`src/rtl/datapath_pkg.sv`:
```
// Shared datapath widths, well-known register numbers and word/address types.
package datapath_pkg;
  localparam int DATA_W = 32;
  localparam int ADDR_W = 5;

  typedef logic [ADDR_W-1:0] reg_addr_t;
  typedef logic [DATA_W-1:0] word_t;

  localparam reg_addr_t REG_ZERO = 5'd0;
  localparam reg_addr_t REG_RA   = 5'd31;
endpackage

```
`src/rtl/reg_read_port.sv`:
```
// One combinational register-file read port: r0 forced to zero, in-flight write bypass.
// Zero latency; no flow control (pure combinational select).
module reg_read_port #(
  parameter int DATA_W = datapath_pkg::DATA_W,
  parameter int ADDR_W = datapath_pkg::ADDR_W
) (
  input  logic                                  rst_n,
  input  logic [ADDR_W-1:0]                     addr,
  input  logic [2**ADDR_W-1:0][DATA_W-1:0]      regs,
  input  logic                                  wr_en,
  input  logic [ADDR_W-1:0]                     wr_addr,
  input  logic [DATA_W-1:0]                     wr_data,
  output logic [DATA_W-1:0]                     data
);
  logic hit;

  // Bypass is gated by rst_n so reads stay zero for the whole reset window.
  assign hit = (wr_en == 1'b1) && (wr_addr == addr) && (rst_n == 1'b1);

  always_comb begin
    data = '0;
    if (addr != '0) begin
      data = hit ? wr_data : regs[addr];
    end
  end
endmodule

```
`src/rtl/register_file_2r1w.sv`:
```
// MIPS-style 32-entry register file, two combinational read ports and one write port.
// Reads are zero latency with same-cycle write bypass; writes land on the next posedge.
module register_file_2r1w
  import datapath_pkg::*;
#(
  parameter int DATA_W = datapath_pkg::DATA_W,
  parameter int ADDR_W = datapath_pkg::ADDR_W
) (
  input  logic              clk,
  input  logic              rst_n,
  input  logic [ADDR_W-1:0] rd_addr_a,
  input  logic [ADDR_W-1:0] rd_addr_b,
  output logic [DATA_W-1:0] rd_data_a,
  output logic [DATA_W-1:0] rd_data_b,
  input  logic              wr_en,
  input  logic [ADDR_W-1:0] wr_addr,
  input  logic [DATA_W-1:0] wr_data
);
  localparam int NUM_REGS = 2**ADDR_W;

  // Entry 0 has no storage; the read view ties it to zero.
  logic [DATA_W-1:0]                 regs [1:NUM_REGS-1];
  logic [NUM_REGS-1:0][DATA_W-1:0]   regs_view;

  always_comb begin
    regs_view = '0;
    for (int i = 1; i < NUM_REGS; i++) begin
      regs_view[i] = regs[i];
    end
  end

  // Strict == 1'b1 keeps an X on wr_en from corrupting storage.
  always_ff @(posedge clk or negedge rst_n) begin
    if (!rst_n) begin
      for (int i = 1; i < NUM_REGS; i++) begin
        regs[i] <= '0;
      end
    end else if ((wr_en == 1'b1) && (wr_addr != REG_ZERO)) begin
      regs[wr_addr] <= wr_data;
    end
  end

  reg_read_port #(.DATA_W(DATA_W), .ADDR_W(ADDR_W)) u_port_a (
    .rst_n   (rst_n),
    .addr    (rd_addr_a),
    .regs    (regs_view),
    .wr_en   (wr_en),
    .wr_addr (wr_addr),
    .wr_data (wr_data),
    .data    (rd_data_a)
  );

  reg_read_port #(.DATA_W(DATA_W), .ADDR_W(ADDR_W)) u_port_b (
    .rst_n   (rst_n),
    .addr    (rd_addr_b),
    .regs    (regs_view),
    .wr_en   (wr_en),
    .wr_addr (wr_addr),
    .wr_data (wr_data),
    .data    (rd_data_b)
  );
endmodule

```
`config.mk`:
```
export PLATFORM = sky130hd
export DESIGN_NAME = register_file_2r1w
export DESIGN_NICKNAME = d
export VERILOG_FILES = /design/src/rtl/datapath_pkg.sv /design/src/rtl/reg_read_port.sv /design/src/rtl/register_file_2r1w.sv
export SDC_FILE = /design/constraint.sdc
export NUM_CORES = 2
export LEC_CHECK = 0
export CAP_MARGIN = 20
export CORE_ASPECT_RATIO = 0.9
export CORE_MARGIN = 2
export CORE_UTILIZATION = 43
export CTS_CLUSTER_SIZE = 8
export DETAILED_ROUTE_END_ITERATION = 8
export MAX_ROUTING_LAYER = met4
export PLACE_DENSITY = 0.6
export SETUP_SLACK_MARGIN = 0.02
export SYNTH_ARGS = -nofsm -noshare
export SYNTH_HDL_FRONTEND = slang
export SYNTH_HIERARCHICAL = 1
export SYNTH_SLANG_ARGS = --single-unit
```
`constraint.sdc`:
```
create_clock -name clk -period 5 [get_ports clk]
set_input_delay 1.25 -clock clk [delete_from_list [all_inputs] [get_ports clk]]
set_output_delay 1.25 -clock clk [all_outputs]
set_load 0.03 [all_outputs]
```
Word-level counts from Yosys, hierarchy flattened --
Cells that the tools add are included.
Storage, ports and cells: register bits 992, latch bits 0, RAM bits 0, bits in read-only memories 0, input bits 50, word-level logic and storage cells 58, memories 0
Cells by class: $add $sub $neg 0, $mul 0, div/mod/pow operators 0, magnitude comparators 4, eq/ne operators 2, shift operators 0, multiplexer cells 11, bitwise operators 1, reduce and logical (&&, ||, !) cells 9
Operator list (count):
- 992-bit bitwise mux | 1
- 32-bit binary-select mux with 5-bit select | 2
- 32-bit two-way mux | 7
- 32-bit demux with 5-bit select | 1
- 5-bit nonzero test | 3
- 5-bit by 6-bit less-than comparator with 1-bit output, second input constant | 2
- 5-bit == test | 2
- 6-bit >= comparator, second input constant | 1
- 1-bit logical AND | 6
- 6-bit by 1-bit less-than comparator with 1-bit output, second input constant | 1
- 5-bit NOT with 6-bit output | 1

Longest topological paths before layout --
depth in word-level cells 6, depth in mapped cells 9

Cells and area by module --
Netlist, hierarchy kept.
By module, submodules not included:
- register_file_2r1w | times used 1, cells each 2224, area an instance 37094.3 um^2, seq. area each 24823.8 um^2
- reg_read_port | times used 2, cells each 981, area an instance 9261.4 um^2, seq. area each 0.0 um^2

Worst setup path before layout --
OpenSTA, ideal clock, no wires.
path type input-to-output, from in rd_addr_a[2], to out rd_data_a[30], arrival time 3.079 ns, data required time 3.750 ns, path slack 0.671 ns, cell stages on the path 6, path buffers 2, path through buf_2 clkbuf_1 mux4_2 a211oi_1 a311oi_1 a21oi_1
Between the ends: cells in the longest elaborated chain, start to end 5
RTL lines:
- start: declaration | line register_file_2r1w.sv:11 | input logic [ADDR_W-1:0] rd_addr_a,
- parallel branches: the longest is 4 deep, another holds 32-bit binary-select mux with 5-bit select
- 32-bit two-way mux * | line reg_read_port.sv:22 | if (addr != '0) begin
- end: declaration | line register_file_2r1w.sv:13 | output logic [DATA_W-1:0] rd_data_a,
Mark *: on every way between the ends. The select of a mux whose other input is x is not followed.

Worst setup path in the final report --
from in wr_addr[3], to out rd_data_a[11]
Between the ends: cells in the longest elaborated chain, start to end 5
RTL lines:
- start: declaration | line register_file_2r1w.sv:16 | input logic [ADDR_W-1:0] wr_addr,
- 5-bit == test | line reg_read_port.sv:18 | assign hit = (wr_en == 1'b1) && (wr_addr == addr) && (rst_n == 1'b1);
- 1-bit logical AND (2 in a row) | line reg_read_port.sv:18
- 32-bit two-way mux | line reg_read_port.sv:23 | data = hit ? wr_data : regs[addr];
- 32-bit two-way mux | line reg_read_port.sv:22
No other way between the ends.

==> flow_summary.ini <==
[synth]
yosys_warnings = 6
syn_avg_cell_area_um2 = 13.3
synth_top_area_share_pct = 44.6
ys_types = 45
yosysTopAreaCell = dfrtp_1
synth_ff_type = dfrtp_1
synth_seq_cells = 992
async_flop_share_pct = 100
syn-cell-area_um2 = 55600
synth_area_leaders = dfrtp_1, mux2_2, mux2i_1
yosysSeqAreaShare_pct = 44.6
synth_edf_count = 0
syn_inst = 4186

[clocking]
cts-root-buf = clkbuf_16
cts_resized = 1
cts_sinks = 992
ctsLongestPathBuffers = 3
cts_tree = yes
insertion_delay_ns = 0.75
path_clk_slew_ns = 0.05
numCtsBuffers = 142
cts_setup_buffers = 0
h-tree-depth = 4
cts_hold_repair.buffers = 0

[timing]
clock_skew_ns = 0
slew_violations = 0
clock.fmax_mhz = 202
rsz0062_at_grt = yes
min_period_ns = 4.96
hold_ws_ns = 0.373
setup_viol = 0
final.setup.worst_slack_ns = 0.0381
hold_violations = 0
slew_headroom_pct = 29.7
finalSetupTns_ns = 0
timing.final.crit_share_pct = 99.2
tightest_slew_ns = 1.05

[drt]
avgViaCountPerCell = 6.32
drtIter0Drc = 2894
drc = 0
wl_mm = 181
drt-wirelength-per-cell_um = 29.9
postRouteAntennaNets = 0
num_vias = 38306
firstDrtPassIters = 7

[finish]
area_growth_pct = 15.5
nNetsFinal = 4379
regMostFlops = regs
final_cells = 6060
final.fill_count = 11251
largest_reg_flops = 992
reg.largest.list = regs x992
drive_gt1_share_pct = 42.8

[floorplanning]
core_um2 = 129000
rows = 125
pin_count = 114
dieArea_um2 = 132000
die_y_um = 345
start_util_pct = 43.2
die_w_um = 383

[power]
peakVddDrop_uv = 300
power_density_nw_per_um2 = 390
p_leak_uw = 0.0288

[placed_design]
portBuffers = 113
dp.cells = 5898
gp_congestion = 0.843
place_ws_ns = 0.0279
place_hpwl_mm = 113

[worst_setup_path]
crit_path_end_kind = primary output
worstSetupStartpointType = input pin
crit_type = in2out
worst-path-max-fanout = 26
rrSetupSlack_ns = 4.19
arrival_ns = 3.71
crit_required_ns = 3.75

[global_route]
antenna_found_initial = 3
overflow = 0
grt_max_degree = 157
grt_pass1_vias = 38925
grt_pass1_wl_mm = 269
grt_usage_pct = 28.1

[status]
status = complete, no violations

[job]
maxCapViolCount = 0

[min_path]
hold_class = in2async
[area by class of cell]
cell class / instances / area (µm²) / share of cell area [%]
multi-input combinational: 2805 / 29000 / 45.1
clock buffer: 153 / 3760 / 5.86
antenna: 2 / 5.00 / 0.00779
timing repair buffer: 386 / 4460 / 6.94
tap: 1714 / 2140 / 3.34
sequential: 992 / 24800 / 38.7
inverter: 2 / 7.51 / 0.0117
clock inverter: 6 / 58.8 / 0.0916
[cells by family (layout without fill, tap and decap cells)]
kind of cell / count (synthesis) / count (layout) / share of synthesized area [%]
multiplexers: 1890 / 1890 / 40.9
other: 1 / 66 / 0.00674
AND/OR/NAND/NOR: 203 / 203 / 1.68
buffers and inverters: 452 / 547 / 4.07
flip-flops: 992 / 992 / 44.6
AO/OA/AOI/OAI: 638 / 638 / 8.58
XOR/XNOR: 10 / 10 / 0.157
[worst max-delay path, cell delays in order]
cell	delay (ns)
clkdlybuf4s50_1	0.49
xor2_1	0.18
nor4_1	0.37
nand4_1	0.29
buf_12	0.26
o41a_1	0.14
a21oi_1	0.51
buf_12	0.20
[path summary, 6_finish.rpt]
check | from | to | depth (start not counted)
min in group clk | regs[102] | regs[102] | 1
worst max-delay path | wr_addr[3] | rd_data_a[11] | 8
worst max register to register | regs[611] | regs[611] | 1
worst min-delay path | rst_n | regs[130] | 1
max in group asynchronous | rst_n | regs[586] | 4
worst min register to register | regs[102] | regs[102] | 1
[routing by layer]
| metal | up-vias | part of all wire [%] | GRT usage [%] |
|---|---|---|---|
| met5 | - | 0 | - |
| met4 | 0 | 3.0 | 9.52 |
| met3 | 322 | 5.5 | 4.07 |
| met2 | 1300 | 46 | 42.5 |
| met1 | 20523 | 45 | 38.7 |
| li1 | 16161 | - | - |
[per-stage QoR]
| step | total power [µW] | area [µm²] | utilization, % |
|---|---|---|---|
| finish | 25000 | 64200 | 49.9 |
| global route | 26200 | 64200 | 49.9 |
| CTS | 25200 | 64200 | 49.9 |
| detailed placement | 16300 | 60300 | 46.9 |
| global placement | 16200 | 60300 | 46.9 |
| floorplan | 14400 | 55900 | - |
[where the power goes]
group / switching (µW) / internal (µW) / leakage [µW]
sequential: 1140 / 9630 / 0.0127
clock: 3520 / 5230 / 0.00188
combinational: 2430 / 3090 / 0.0142
[cells in the mapped netlist (64+ instances only)]
cell type,n
o21ai_0,66
clkbuf_1,204
buf_2,170
o22ai_1,64
a221oi_1,64
mux2i_1,572
mux4_2,192
nand2_1,76
dfrtp_1,992
mux2_2,1115
a21oi_1,66
nor2_1,81
a22oi_1,124
[cells in the final DEF, fill, tap and decap left out, drive strengths merged, types with 8 or more instances in the layout]
cell type	synthesis	routed
a21oi	66	66
dfrtp	992	992
o211ai	62	62
o21ai	66	66
nand2	76	76
conb	1	64
a22o	62	62
o22ai	64	64
o41a	62	62
nor2b	8	8
a221oi	64	64
clkdlybuf4s50	0	37
xor2	8	8
a22oi	124	124
buf	246	348
mux2i	572	572
clkbuf	204	153
a21boi	62	62
mux2	1126	1126
mux4	192	192
nor2	83	83
Power figures use the tool's default switching activity.
